### src/rtl/relay_frame_packer_pkg.sv
// Shared constants for the relay frame packer:
// SOF/EOF patterns, marker bytes and framer state encoding.
package relay_frame_packer_pkg;

    localparam logic [7:0] SOF_READER_PAT = 8'h0c;
    localparam logic [7:0] SOF_TAG_PAT    = 8'hf0;
    localparam int         EOF_ZERO_RUN   = 16;

    localparam logic [7:0] MARK_HEAD  = 8'hA5;
    localparam logic [7:0] MARK_TAIL  = 8'h5A;
    localparam logic [7:0] MARK_ABORT = 8'h5F;

    typedef enum logic {
        IDLE    = 1'b0,
        COLLECT = 1'b1
    } frame_state_t;

    function automatic logic [7:0] sof_pattern(
        input logic       mode,
        input logic [7:0] reader,
        input logic [7:0] tag
    );
        return mode ? reader : tag;
    endfunction

endpackage

### src/rtl/relay_byte_fifo.sv
// Byte FIFO between the framer and the SSP serializer.
// Push while full is ignored; pop reads the head combinationally.
module relay_byte_fifo #(
    parameter int DEPTH = 8
) (
    input  logic       clk,
    input  logic       reset,
    input  logic       push,
    input  logic [7:0] push_data,
    input  logic       pop,
    output logic [7:0] pop_data,
    output logic       full,
    output logic       empty
);

    localparam int AW = $clog2(DEPTH);

    logic [7:0]  mem [DEPTH];
    logic [AW-1:0] wr_ptr;
    logic [AW-1:0] rd_ptr;
    logic [AW:0]   count;
    logic          do_push;
    logic          do_pop;

    assign full     = (count == (AW+1)'(DEPTH));
    assign empty    = (count == '0);
    assign do_push  = push && !full;
    assign do_pop   = pop && !empty;
    assign pop_data = mem[rd_ptr];

    // Storage array; contents need no reset.
    always_ff @(posedge clk) begin
        if (do_push) mem[wr_ptr] <= push_data;
    end

    // Pointers and occupancy.
    always_ff @(posedge clk or negedge reset) begin
        if (!reset) begin
            wr_ptr <= '0;
            rd_ptr <= '0;
            count  <= '0;
        end else begin
            if (do_push) wr_ptr <= wr_ptr + 1'b1;
            if (do_pop)  rd_ptr <= rd_ptr + 1'b1;
            unique case ({do_push, do_pop})
                2'b10:   count <= count + 1'b1;
                2'b01:   count <= count - 1'b1;
                default: count <= count;
            endcase
        end
    end

endmodule

### src/rtl/relay_frame_packer.sv
// Relay frame packer: SOF hunt, MSB-first byte packing, FIFO, SSP out.
// Define RELAY_PACK_MARKER_EN to bracket frames with A5 / 5A|5F markers.
module relay_frame_packer
    import relay_frame_packer_pkg::*;
#(
    parameter int         FIFO_DEPTH = 8,
    parameter int         SSP_DIV    = 8,
    parameter int         EOF_ZEROS  = EOF_ZERO_RUN,
    parameter logic [7:0] SOF_READER = SOF_READER_PAT,
    parameter logic [7:0] SOF_TAG    = SOF_TAG_PAT
) (
    input  logic clk,
    input  logic reset,
    input  logic enable,
    input  logic mode,
    input  logic bit_tick,
    input  logic bit_in,
    output logic ssp_clk,
    output logic ssp_frame,
    output logic ssp_din,
    output logic in_frame,
    output logic overflow
);

    localparam int              DW        = $clog2(SSP_DIV);
    localparam logic [DW-1:0]   DIV_LAST  = DW'(SSP_DIV - 1);
    localparam logic [DW-1:0]   HALF_LAST = DW'(SSP_DIV / 2 - 1);
    localparam logic [4:0]      ZRUN_LAST = 5'(EOF_ZEROS - 1);

    frame_state_t state;
    frame_state_t state_nxt;
    logic [7:0]   history;
    logic [7:0]   history_nxt;
    logic [7:0]   byte_q;
    logic [7:0]   byte_d;
    logic [2:0]   bit_cnt;
    logic [2:0]   bit_cnt_d;
    logic [4:0]   zero_run;
    logic [4:0]   zero_run_d;
    logic         push;
    logic [7:0]   push_data;

    logic [7:0]   fifo_data;
    logic         fifo_full;
    logic         fifo_empty;
    logic         pop;

    logic         busy;
    logic [7:0]   shreg;
    logic [2:0]   bit_idx;
    logic [DW-1:0] div_cnt;
    logic         period_end;

    assign history_nxt = {history[6:0], bit_in};
    assign in_frame    = (state == COLLECT);

    // History of the last eight decoded bits, in every state.
    always_ff @(posedge clk or negedge reset) begin
        if (!reset)        history <= '0;
        else if (bit_tick) history <= history_nxt;
    end

    // Framer next state, packing and push requests.
    always_comb begin
        state_nxt  = state;
        byte_d     = byte_q;
        bit_cnt_d  = bit_cnt;
        zero_run_d = zero_run;
        push       = 1'b0;
        push_data  = byte_q;
        unique case (state)
            IDLE: begin
                if (enable && bit_tick &&
                    history_nxt == sof_pattern(mode, SOF_READER, SOF_TAG)) begin
                    state_nxt  = COLLECT;
                    byte_d     = '0;
                    bit_cnt_d  = '0;
                    zero_run_d = '0;
`ifdef RELAY_PACK_MARKER_EN
                    push       = 1'b1;
                    push_data  = MARK_HEAD;
`endif
                end
            end
            COLLECT: begin
                if (!enable) begin
                    state_nxt = IDLE;
`ifdef RELAY_PACK_MARKER_EN
                    push      = 1'b1;
                    push_data = MARK_ABORT;
`endif
                end else if (bit_tick) begin
                    byte_d     = {byte_q[6:0], bit_in};
                    bit_cnt_d  = bit_cnt + 3'd1;
                    zero_run_d = bit_in ? 5'd0 : zero_run + 5'd1;
                    if (!bit_in && zero_run == ZRUN_LAST) begin
                        state_nxt = IDLE;
`ifdef RELAY_PACK_MARKER_EN
                        push      = 1'b1;
                        push_data = MARK_TAIL;
`endif
                    end else if (bit_cnt == 3'd7) begin
                        push      = 1'b1;
                        push_data = byte_d;
                    end
                end
            end
            default: state_nxt = IDLE;
        endcase
    end

    // Framer state and packing registers.
    always_ff @(posedge clk or negedge reset) begin
        if (!reset) begin
            state    <= IDLE;
            byte_q   <= '0;
            bit_cnt  <= '0;
            zero_run <= '0;
        end else begin
            state    <= state_nxt;
            byte_q   <= byte_d;
            bit_cnt  <= bit_cnt_d;
            zero_run <= zero_run_d;
        end
    end

    // Sticky drop flag: any push that found the FIFO full.
    always_ff @(posedge clk or negedge reset) begin
        if (!reset)                 overflow <= 1'b0;
        else if (push && fifo_full) overflow <= 1'b1;
    end

    relay_byte_fifo #(
        .DEPTH (FIFO_DEPTH)
    ) u_fifo (
        .clk       (clk),
        .reset     (reset),
        .push      (push),
        .push_data (push_data),
        .pop       (pop),
        .pop_data  (fifo_data),
        .full      (fifo_full),
        .empty     (fifo_empty)
    );

    assign period_end = busy && (div_cnt == DIV_LAST);
    assign pop        = !fifo_empty &&
                        (!busy || (period_end && bit_idx == 3'd7));
    assign ssp_din    = shreg[7];

    // SSP serializer: 8 periods per byte, chained with no gap.
    always_ff @(posedge clk or negedge reset) begin
        if (!reset) begin
            busy      <= 1'b0;
            shreg     <= '0;
            bit_idx   <= '0;
            div_cnt   <= '0;
            ssp_clk   <= 1'b0;
            ssp_frame <= 1'b0;
        end else if (pop) begin
            busy      <= 1'b1;
            shreg     <= fifo_data;
            bit_idx   <= '0;
            div_cnt   <= '0;
            ssp_clk   <= 1'b0;
            ssp_frame <= 1'b1;
        end else if (busy) begin
            if (period_end) begin
                div_cnt   <= '0;
                ssp_clk   <= 1'b0;
                ssp_frame <= 1'b0;
                if (bit_idx == 3'd7) begin
                    busy  <= 1'b0;
                    shreg <= '0;
                end else begin
                    bit_idx <= bit_idx + 3'd1;
                    shreg   <= {shreg[6:0], 1'b0};
                end
            end else begin
                div_cnt <= div_cnt + 1'b1;
                if (div_cnt == HALF_LAST) ssp_clk <= 1'b1;
            end
        end
    end

endmodule

### config.mk
export PLATFORM = sky130hd
export DESIGN_NAME = relay_frame_packer
export DESIGN_NICKNAME = d
export VERILOG_FILES = /design/src/rtl/relay_frame_packer_pkg.sv /design/src/rtl/relay_byte_fifo.sv /design/src/rtl/relay_frame_packer.sv
export SDC_FILE = /design/constraint.sdc
export NUM_CORES = 1
export LEC_CHECK = 0
export ABC_AREA = 0
export CAP_MARGIN = 20
export CORE_MARGIN = 10
export CORE_UTILIZATION = 50
export CTS_CLUSTER_SIZE = 28
export DETAILED_ROUTE_END_ITERATION = 8
export PLACE_DENSITY = 0.66
export SLEW_MARGIN = 25
export SYNTH_ARGS = -nofsm -noshare
export SYNTH_HDL_FRONTEND = slang
export SYNTH_HIERARCHICAL = 1
export SYNTH_SLANG_ARGS = --single-unit
### constraint.sdc
create_clock -name clk -period 3.8 [get_ports clk]
set_input_delay 0.76 -clock clk [delete_from_list [all_inputs] [get_ports clk]]
set_output_delay 0.76 -clock clk [all_outputs]
set_load 0.01 [all_outputs]
==> run_results.csv <==
group,metric,value,unit
outcome,status,"finished, final reports clean",
clock_tree,cts_tree,"built",
critical_path,max_stage_delay,0.65,ns
die,coreArea,10230,µm²
logic_synthesis,synth-main-ff-cell,"edfxtp_1",
sta,whs,0.3925,ns
die,io_pins,11,
sta,finalHoldViolCount,0,
critical_path,path_common_cell,"ha_1",
critical_path,cp.required,4.18,ns
logic_synthesis,syn_area,5191,µm²
cells_and_area,area_growth_syn_to_layout,15.43,%
critical_path,cp-end-kind,"flip-flop",
die,dieArea,14860,µm²
sta,max_freq,304.3,MHz
die,rows,37,
global_routing,grt_max_degree,38,
cells_and_area,final_cells,550,
drt,wl,9319,µm
die,die_y,121.9,µm
die,start_util,50.74,%
placed_design,place_congestion,0.7664,
drt,drt_iter0_markers,249,
logic_synthesis,synth_cells,372,
sta,drv_slew,0,
logic_synthesis,ys_seq_area_share,62.09,%
logic_synthesis,ys_types,45,
sta,rsz0062_at_grt,"false",
clock_tree,cts_buffer_depth,2,
cells_and_area,layout-drive-gt1-share,17.63,%
logic_synthesis,synth-async-reset-ratio,44.83,%
power,power.density,461.0,nW/µm²
drt,drc,0,
critical_path,path_class,"reg -> reg",
logic_synthesis,ys_ff_latch,116,
clock_tree,cts_root_buf,"clkbuf_8",
global_routing,grt_overflow,0,
placed_design,place_hpwl,6079,µm
placed_design,port_buffers,10,
cells_and_area,fin_nets,423,
die,fp.dieW,121.9,µm
logic_synthesis,synth_nets,393,
logic_synthesis,synth-edff-count,64,
global_routing,antenna_found_initial,0,
drt,avgRoutedWirePerCell,16.94,µm
critical_path,cp_max_fo,10,
sta,clock_skew,0.01130,ns
logic_synthesis,netlist_top_cells_area,"edfxtp_1, dfrtp_1, mux4_1, nand2_1, mux2_2",
critical_path,crit_path_start_kind,"flip-flop",
global_routing,grt_pass1_vias,2964,
sta,slew_headroom,35.98,%
clock_tree,clkSinkCount,116,
global_routing,track_usage,13.30,%
sta,tightestPinTransition,0.9603,ns
critical_path,crit_slowest_cell,"or4b_2",
clock_tree,htreeDepth,4,
job,maxCapViolCount,0,
logic_synthesis,synth_warnings,6,
placed_design,place_inst,519,
sta,fin_crit,3.286,ns
clock_tree,cts_buffers,17,
clock_tree,clock_latency,0.51,ns
sta,finalSetupViolCount,0,
cells_and_area,fillers,775,
drt,vias,3039,
global_routing,grt_pass1_wl,15110,µm
power,vdd_ir_drop_max,349.7,µV
sta,finalSetupTns,0,ns
logic_synthesis,synth_top_area_share,37.02,%
clock_tree,cts.clk_slew.worst_paths,0.06,ns
power,p_leak,2.310,nW
drt,drtAntennaViolNets,0,
min_path,hold_path_class,"in -> async",
logic_synthesis,avgSynthCellArea,13.95,µm²
drt,via_per_inst,5.525,
drt,dr.pass1.iters,4,
cells_and_area,diodes,0,
sta,fin_crit_sh,86.47,%
critical_path,path_cells,"nor4_1 > a21oi_2 > o41ai_1 > inv_1 > ha_1 > ha_1 > or4b_2 > o311ai_0 > o211ai_1",
critical_path,crit_arrival,3.67,ns
logic_synthesis,yosysTopAreaCell,"edfxtp_1",
==> sequential cells by signal (all words and copies together) (netlist names), 3 cells and up <==
| register | flops |
|---|---|
| history | 7 |
| div_cnt | 3 |
| u_fifo/count | 4 |
| shreg | 8 |
| u_fifo/rd_ptr | 3 |
| u_fifo/mem | 64 |
| bit_cnt | 3 |
| byte_q | 8 |
| bit_idx | 3 |
| u_fifo/wr_ptr | 3 |
| zero_run | 5 |
==> routing by layer <==
layer	part of all wire, %	GRT usage [%]
met1	44	16.19
met2	51	21.77
met3	3.8	4.625
met4	0.55	4.247
met5	0	0
==> logic make-up (layout without fill, tap and decap cells) <==
kind of cell,after synthesis,count (layout),synth area share (%)
adder cells (fa/ha/maj),15,15,3.760
multiplexers,38,38,12.85
AO/OA/AOI/OAI,62,62,8.243
flip-flops,116,116,62.09
AND/OR/NAND/NOR,107,107,9.376
buffers and inverters,28,70,2.675
XOR/XNOR,6,6,1.012
==> layout make-up <==
type / count / area (µm²) / area share (%)
Inverter: 14 / 52.55 / 0.8770
Multi-Input combinational cell: 228 / 1833 / 30.59
Tap cell: 136 / 170.2 / 2.840
Timing Repair Buffer: 25 / 207.7 / 3.466
Sequential cell: 116 / 3223 / 53.79
Clock inverter: 14 / 91.34 / 1.524
Clock buffer: 17 / 414.1 / 6.912
==> synth_stat cells (all sizes together) (2+ instances only) <==
master  instances
a21boi          7
a21o            2
a21oi           5
a22o            6
and3            2
buf             6
clkbuf          8
dfrtp          52
edfxtp         64
ha             14
inv            13
mux2           21
mux4           16
nand2          67
nand2b          6
nand3           8
nand4           2
nor2            9
nor3            3
nor3b           3
nor4            2
o211ai          8
o21ai          23
o22ai           4
or4b            2
xnor2           5
==> repair_timing <==
item | 4_1_cts | 5_1_grt
setup endpoints to repair | 0 | 1
resized for setup | 0 | 1
setup buffers | 0 | 0
hold buffers | 0 | 0
==> power breakdown <==
group          switching (mW)  internal [mW]  total [mW]
Clock                   0.552          0.787        1.34
Sequential             0.0199           1.35        1.37
Combinational          0.0293         0.0295      0.0588
Total                   0.601           2.16        2.76
==> critical path: cells and delay by family (launching register included) <==
| family | cells | cell delay (ns) |
|---|---|---|
| and+or+nand+nor | 2 | 1.20 |
| buffers and inverters | 1 | 0.18 |
| AOI/OAI and AO/OA | 4 | 0.62 |
| adders and majority gates | 2 | 0.69 |
| DFF | 1 | 0.46 |
==> worst paths after layout <==
path / start / slack [ns] / cells past startpoint / endpoint
worst max register to register: u_fifo/count[0] / 0.51 / 9 / u_fifo/count[3]
worst min register to register: overflow / 0.46 / 1 / overflow
min in group clk: overflow / 0.46 / 1 / overflow
worst max-delay path: u_fifo/count[0] / 0.51 / 9 / u_fifo/count[3]
worst min-delay path: reset / 0.39 / 1 / shreg[5]
max in group asynchronous: reset / 2.65 / 2 / zero_run[4]
==> cell usage in the layout, fill, tap and decap left out, types with 2 or more instances in the layout <==
| cell type | synthesis | routed |
|---|---|---|
| dfrtp_1 | 52 | 52 |
| edfxtp_1 | 64 | 64 |
| nor3_1 | 3 | 3 |
| nand3_1 | 8 | 8 |
| nor3b_1 | 3 | 3 |
| nand4_1 | 2 | 2 |
| o22ai_1 | 4 | 4 |
| clkbuf_16 | 0 | 16 |
| a21boi_0 | 7 | 7 |
| nor2_1 | 9 | 9 |
| clkinvlp_4 | 0 | 6 |
| xnor2_1 | 5 | 5 |
| nand2b_1 | 6 | 6 |
| o21ai_0 | 22 | 22 |
| nor4_1 | 2 | 2 |
| clkdlybuf4s50_1 | 0 | 9 |
| mux2_2 | 21 | 21 |
| inv_1 | 13 | 13 |
| and3_1 | 2 | 2 |
| o211ai_1 | 8 | 8 |
| a21o_1 | 2 | 2 |
| buf_4 | 0 | 15 |
| clkinv_1 | 1 | 2 |
| nand2_1 | 67 | 67 |
| a21oi_1 | 5 | 4 |
| mux4_1 | 16 | 16 |
| ha_1 | 14 | 14 |
| a22o_1 | 6 | 6 |
| clkinv_2 | 0 | 5 |
==> metrics by stage <==
stage          area (µm²)  util [%]  power [mW]  setup WS [ns]
2_1_floorplan        5191         -       1.418         0.6181
3_3_place_gp         5483     53.59       1.445         0.3916
3_5_place_dp         5483     53.59       1.450         0.3004
4_1_cts              5988     58.53       2.795         0.2701
5_1_grt              5992     58.57       2.867         0.2840
6_report             5992     58.57       2.762         0.5140
(Power assumes the default switching activity.)
==> edit 1 (config.mk and constraints unchanged) <==
One comparison of `count` changes from == to >=.
--- a/src/rtl/relay_byte_fifo.sv
+++ b/src/rtl/relay_byte_fifo.sv
@@ -23,5 +23,5 @@
     logic          do_pop;
 
-    assign full     = (count == (AW+1)'(DEPTH));
+    assign full     = (count >= (AW+1)'(DEPTH));
     assign empty    = (count == '0);
     assign do_push  = push && !full;
Check against the original RTL: same outputs for any inputs over 10 cycles, from zero or initial values and one cycle with reset low; that may be too few to reach the edited logic, so the function may still have changed.
==> edit 1 against the original RTL <==
- synthesized area fell by 0.22%
- critical path depth rose by 2
- total power rose by 8.0%
- via count fell by 2.2%
- sequential cell count did not move
- setup slack got worse by 130 ps
- design area rose by 1.3%
- wire length fell by 3.0%
- critical path type unchanged
==> edit 1: results (changes against the original RTL) <==
die_w_um: 122  # about the same
place.gp.congestion: 0.714  # was 0.766
ys_seq_area_share_pct: 62.2  # was 62.1%
grt_pass1_wl_um: 15000  # was 15100 µm
grtUsageMet2_pct: 22.5  # was 21.8%
crit_arrival_ps: 3800  # was 3670 ps
fin_cells: 552  # was 550
track_usage_pct: 13.1  # was 13.3%
wl_met2_um: 4810  # was 4780 µm
grt_max_degree: 31  # was 38
synth_cell_type_count: 44  # was 45
gr-usage-met1_pct: 15.0  # was 16.2%
cts_resized: 0  # unchanged
synth_commonest_cells: "nand2_1, edfxtp_1, dfrtp_1, o21ai_0, mux2_2"  # unchanged
fin_nets: 424  # was 423
avgRoutedWirePerCell_um: 16.4  # was 16.9 µm
drt-met1-wl_um: 3780  # was 4130 µm
status: "finished clean"  # unchanged
num_vias: 2972  # was 3039
yosys-top-cells-area: "edfxtp_1, dfrtp_1, mux4_1, nand2_1, mux2_2"  # unchanged
clkTransAtPathRegs_ps: 60  # about the same
dp.cells: 520  # was 519
crit_family: "compound AO/OA/AOI/OAI gates"  # was simple AND/OR/NAND/NOR gates
use_met3_pct: 3.75  # was 4.63%
dp_slack_ps: 315  # was 300 ps
place_hpwl_um: 5950  # was 6080 µm
skew_ps: 9.31  # was 11.3 ps
peakVddDrop_uv: 330  # was 350 µV
p_leak_nw: 2.37  # was 2.31 nW
-- edit 1: cell count changes in the layout (fill, tap and decap cells not counted), moves of 2 or more --
cell and delta:
clkinvlp_4 -5, buf_4 +2, nand3_1 -2, bufinv_16 +4, clkbuf_1 +2, clkinv_1 +2
-- edit 1: power by group --
| group | switching (mW) | internal [mW] | leakage (nW) |
|---|---|---|---|
| Combinational | 0.0281 | 0.0292 | 0.852 |
| Clock | 0.512 | 1.05 | 0.288 |
| Sequential | 0.0191 | 1.35 | 1.23 |
-- edit 1: final timing paths --
path | startpoint | end | slack (ps) | cells past startpoint
max in group asynchronous | reset | bit_idx[0]$_DFFE_PN0P_ | 2710 | 2
min reg2reg | overflow$_DFFE_PN0P_ | overflow$_DFFE_PN0P_ | 460 | 1
max | div_cnt[0]$_DFFE_PN0P_ | u_fifo/count[3]$_DFFE_PN0P_ | 380 | 11
min in group clk | overflow$_DFFE_PN0P_ | overflow$_DFFE_PN0P_ | 460 | 1
min | reset | shreg[5]$_DFFE_PN0P_ | 310 | 1
max reg2reg | div_cnt[0]$_DFFE_PN0P_ | u_fifo/count[3]$_DFFE_PN0P_ | 380 | 11
-- edit 1: logic make-up (layout without fill, tap and decap cells) --
kind of cell             Yosys count  after routing  synth area share, %
flip-flops                       116            116                 62.2
adder cells (fa/ha/maj)           15             15                 3.77
multiplexers                      38             38                 12.9
XOR/XNOR                           6              6                 1.01
AND/OR/NAND/NOR                  106            106                 9.11
AO/OA/AOI/OAI                     62             62                 8.26
buffers and inverters             29             73                 2.75
-- edit 1: area by class of cell --
type,count,area [µm²]
fill,789,4160
clock buffer,19,422
timing repair buffer,27,223
tap,136,170
multi-input combinational,227,1810
inverter,14,52.6
clock inverter,13,164
sequential,116,3220
==> edit 2 (same settings) <==
Without the edit above. Build with the macro `RELAY_PACK_MARKER_EN` defined.
--- a/src/rtl/relay_frame_packer.sv
+++ b/src/rtl/relay_frame_packer.sv
@@ -1,4 +1,6 @@
 // Relay frame packer: SOF hunt, MSB-first byte packing, FIFO, SSP out.
 // Define RELAY_PACK_MARKER_EN to bracket frames with A5 / 5A|5F markers.
+`define RELAY_PACK_MARKER_EN
+
 module relay_frame_packer
     import relay_frame_packer_pkg::*;
Function: changed (Yosys sat finds a counterexample within 10 cycles, from zero or initial values and one cycle with reset low).
==> edit 2 against the original RTL <==
- wire length rose by 3.6%
- non-clock buffer count up 8
- synthesized area increased by 3.2%
- count of clock-buffer cells in the layout is 3 higher
- clock skew down 1.8 ps
- hold slack got worse by 83 ps
- sequential share of layout area fell by 2.6 points
- design area grew 5.1%
- fmax up 0.43%
- setup slack improved by 14 ps
- sequential cell count unchanged
Power is not compared: it rests on default switching activity, and its combinational part moved more than twofold at a synthesized area within 25%.
==> edit 2: results (changes against the original RTL) <==
cts_resized: 0  # unchanged
dr.pass1.iters: 4  # unchanged
synth_nets: 402  # was 393
h-tree-depth: 4  # unchanged
place.gp.congestion: 0.737  # was 0.766
status: "finished clean"  # unchanged
place_hpwl_um: 6250  # was 6080 µm
peakVddDrop_uv: 438
track_usage_pct: 14.1  # was 13.3%
yosys-top-cells-area: "edfxtp_1, dfrtp_1, mux4_1, mux2_2, ha_1"  # was edfxtp_1, dfrtp_1, mux4_1, nand2_1, mux2_2
worst_pin_slew_ps: 924  # was 960 ps
dp_slack_ps: 57.8  # was 300 ps
cts_buffers: 17  # unchanged
reg_top3: "u_fifo/mem (64), byte_q (8), shreg (8)"  # unchanged
nFillCells: 793  # was 775
cp_slowest_cell: "or4b_2"  # unchanged
avgViaCountPerCell: 5.57  # was 5.53
p_int_mw: 2.59
portBuffers: 10  # unchanged
clkTransAtPathRegs_ps: 60  # about the same
max_stage_delay_ps: 630  # was 650 ps
skew_ps: 9.49  # was 11.3 ps
worstHoldPathType: "input pin to asynchronous set/reset pin"  # unchanged
grt_max_degree: 33  # was 38
fin_nets: 438  # was 423
synth_commonest_cells: "edfxtp_1, dfrtp_1, nand2_1, mux2_2, mux4_1"  # was nand2_1, edfxtp_1, dfrtp_1, o21ai_0, mux2_2
cts_root_buffer: "clkbuf_8"  # unchanged
avgRoutedWirePerCell_um: 17.0  # was 16.9 µm
synth_cell_type_count: 56  # was 45
crit_family: "simple AND/OR/NAND/NOR gates"  # unchanged
clkLatencyLatePin_ps: 520
grt_pass1_vias: 3162  # was 2964
p_leak_nw: 2.51
crit_arrival_ps: 3660  # was 3670 ps
grt_pass1_wl_um: 16200  # was 15100 µm
async_reset_ff_share_pct: 44.8  # unchanged
synth_warnings: 6  # unchanged
post_cts_buffers: 0  # unchanged
drive_gt1_share_pct: 19.8  # was 17.6%
ys_seq_area_share_pct: 60.2  # was 62.1%
cts_buffer_depth: 2  # unchanged
antenna_found_initial: 0  # unchanged
insertedDiodeCount: 0  # unchanged
synth_edf_count: 64  # unchanged
drt_iter0_markers: 197  # was 249
critPathMaxFanout: 4  # was 10
==> edit 2: cell count changes after synthesis, moves of 6 or more <==
cell / change
o211ai_1: -7
nor2b_1: +9
nor2_1: +6
o21ai_0: -7
nand2_1: -24
o21ai_2: +6
mux2i_1: +7
a21boi_0: -7
==> edit 2: power groups by stage <==
stage | Combinational, mW | Sequential [mW] | Clock (mW)
CTS | 0.170 | 1.44 | 1.68
global placement | 0.160 | 1.46 | 0
finish | 0.167 | 1.44 | 1.64
floorplan | 0.118 | 1.45 | 0
detailed placement | 0.169 | 1.46 | 0
global route | 0.187 | 1.45 | 1.74
==> edit 2: final cells by class <==
cell class | count | area [µm²] | area share, %
Multi-Input combinational cell | 234 | 1970 | 31.3
Tap cell | 136 | 170 | 2.70
Clock inverter | 12 | 185 | 2.94
Sequential cell | 116 | 3220 | 51.2
Timing Repair Buffer | 33 | 268 | 4.25
Inverter | 15 | 56.3 | 0.894
Clock buffer | 20 | 425 | 6.75
==> edit 2: worst paths after layout <==
check / startpoint / cells past startpoint / end / slack (ps)
worst max-delay path: zero_run[0]$_DFFE_PN0P_ / 12 / u_fifo/count[3]$_DFFE_PN0P_ / 530
worst min-delay path: reset / 1 / bit_idx[1]$_DFFE_PN0P_ / 310
worst max register to register: zero_run[0]$_DFFE_PN0P_ / 12 / u_fifo/count[3]$_DFFE_PN0P_ / 530
worst min register to register: shreg[4]$_DFFE_PN0P_ / 2 / shreg[4]$_DFFE_PN0P_ / 480
max in group asynchronous: reset / 2 / byte_q[1]$_DFFE_PN0P_ / 2720
min in group clk: shreg[4]$_DFFE_PN0P_ / 2 / shreg[4]$_DFFE_PN0P_ / 480
==> edit 2: kinds of logic after synthesis <==
| kind of cell | after synthesis | share of synthesized area [%] |
|---|---|---|
| compound gates | 65 | 9.11 |
| flops | 116 | 60.2 |
| mux | 42 | 13.1 |
| buf+inv | 31 | 3.04 |
| simple gates | 105 | 9.76 |
| fa+ha+maj | 15 | 3.64 |
| xor+xnor | 7 | 1.14 |
==> edit 2: per-stage QoR <==
stage	util [%]	area (µm²)	std cells	power, mW	hold slack [ps]
6_report	60.7	6300	566	3.25	310
5_1_grt	60.7	6300	566	3.38	333
4_1_cts	60.7	6300	566	3.29	313
3_5_place_dp	54.9	5690	534	1.63	468
3_3_place_gp	54.9	5690	534	1.62	454
2_1_floorplan	-	5360	381	1.57	442
==> edit 2: layer usage <==
layer | part of all wire [%] | up-vias | global-route usage (%)
li1 | - | 1521 | -
met1 | 46 | 1572 | 17.2
met2 | 49 | 40 | 22.5
met3 | 3.3 | 17 | 4.38
met4 | 1.7 | 0 | 6.40
met5 | 0 | - | 0
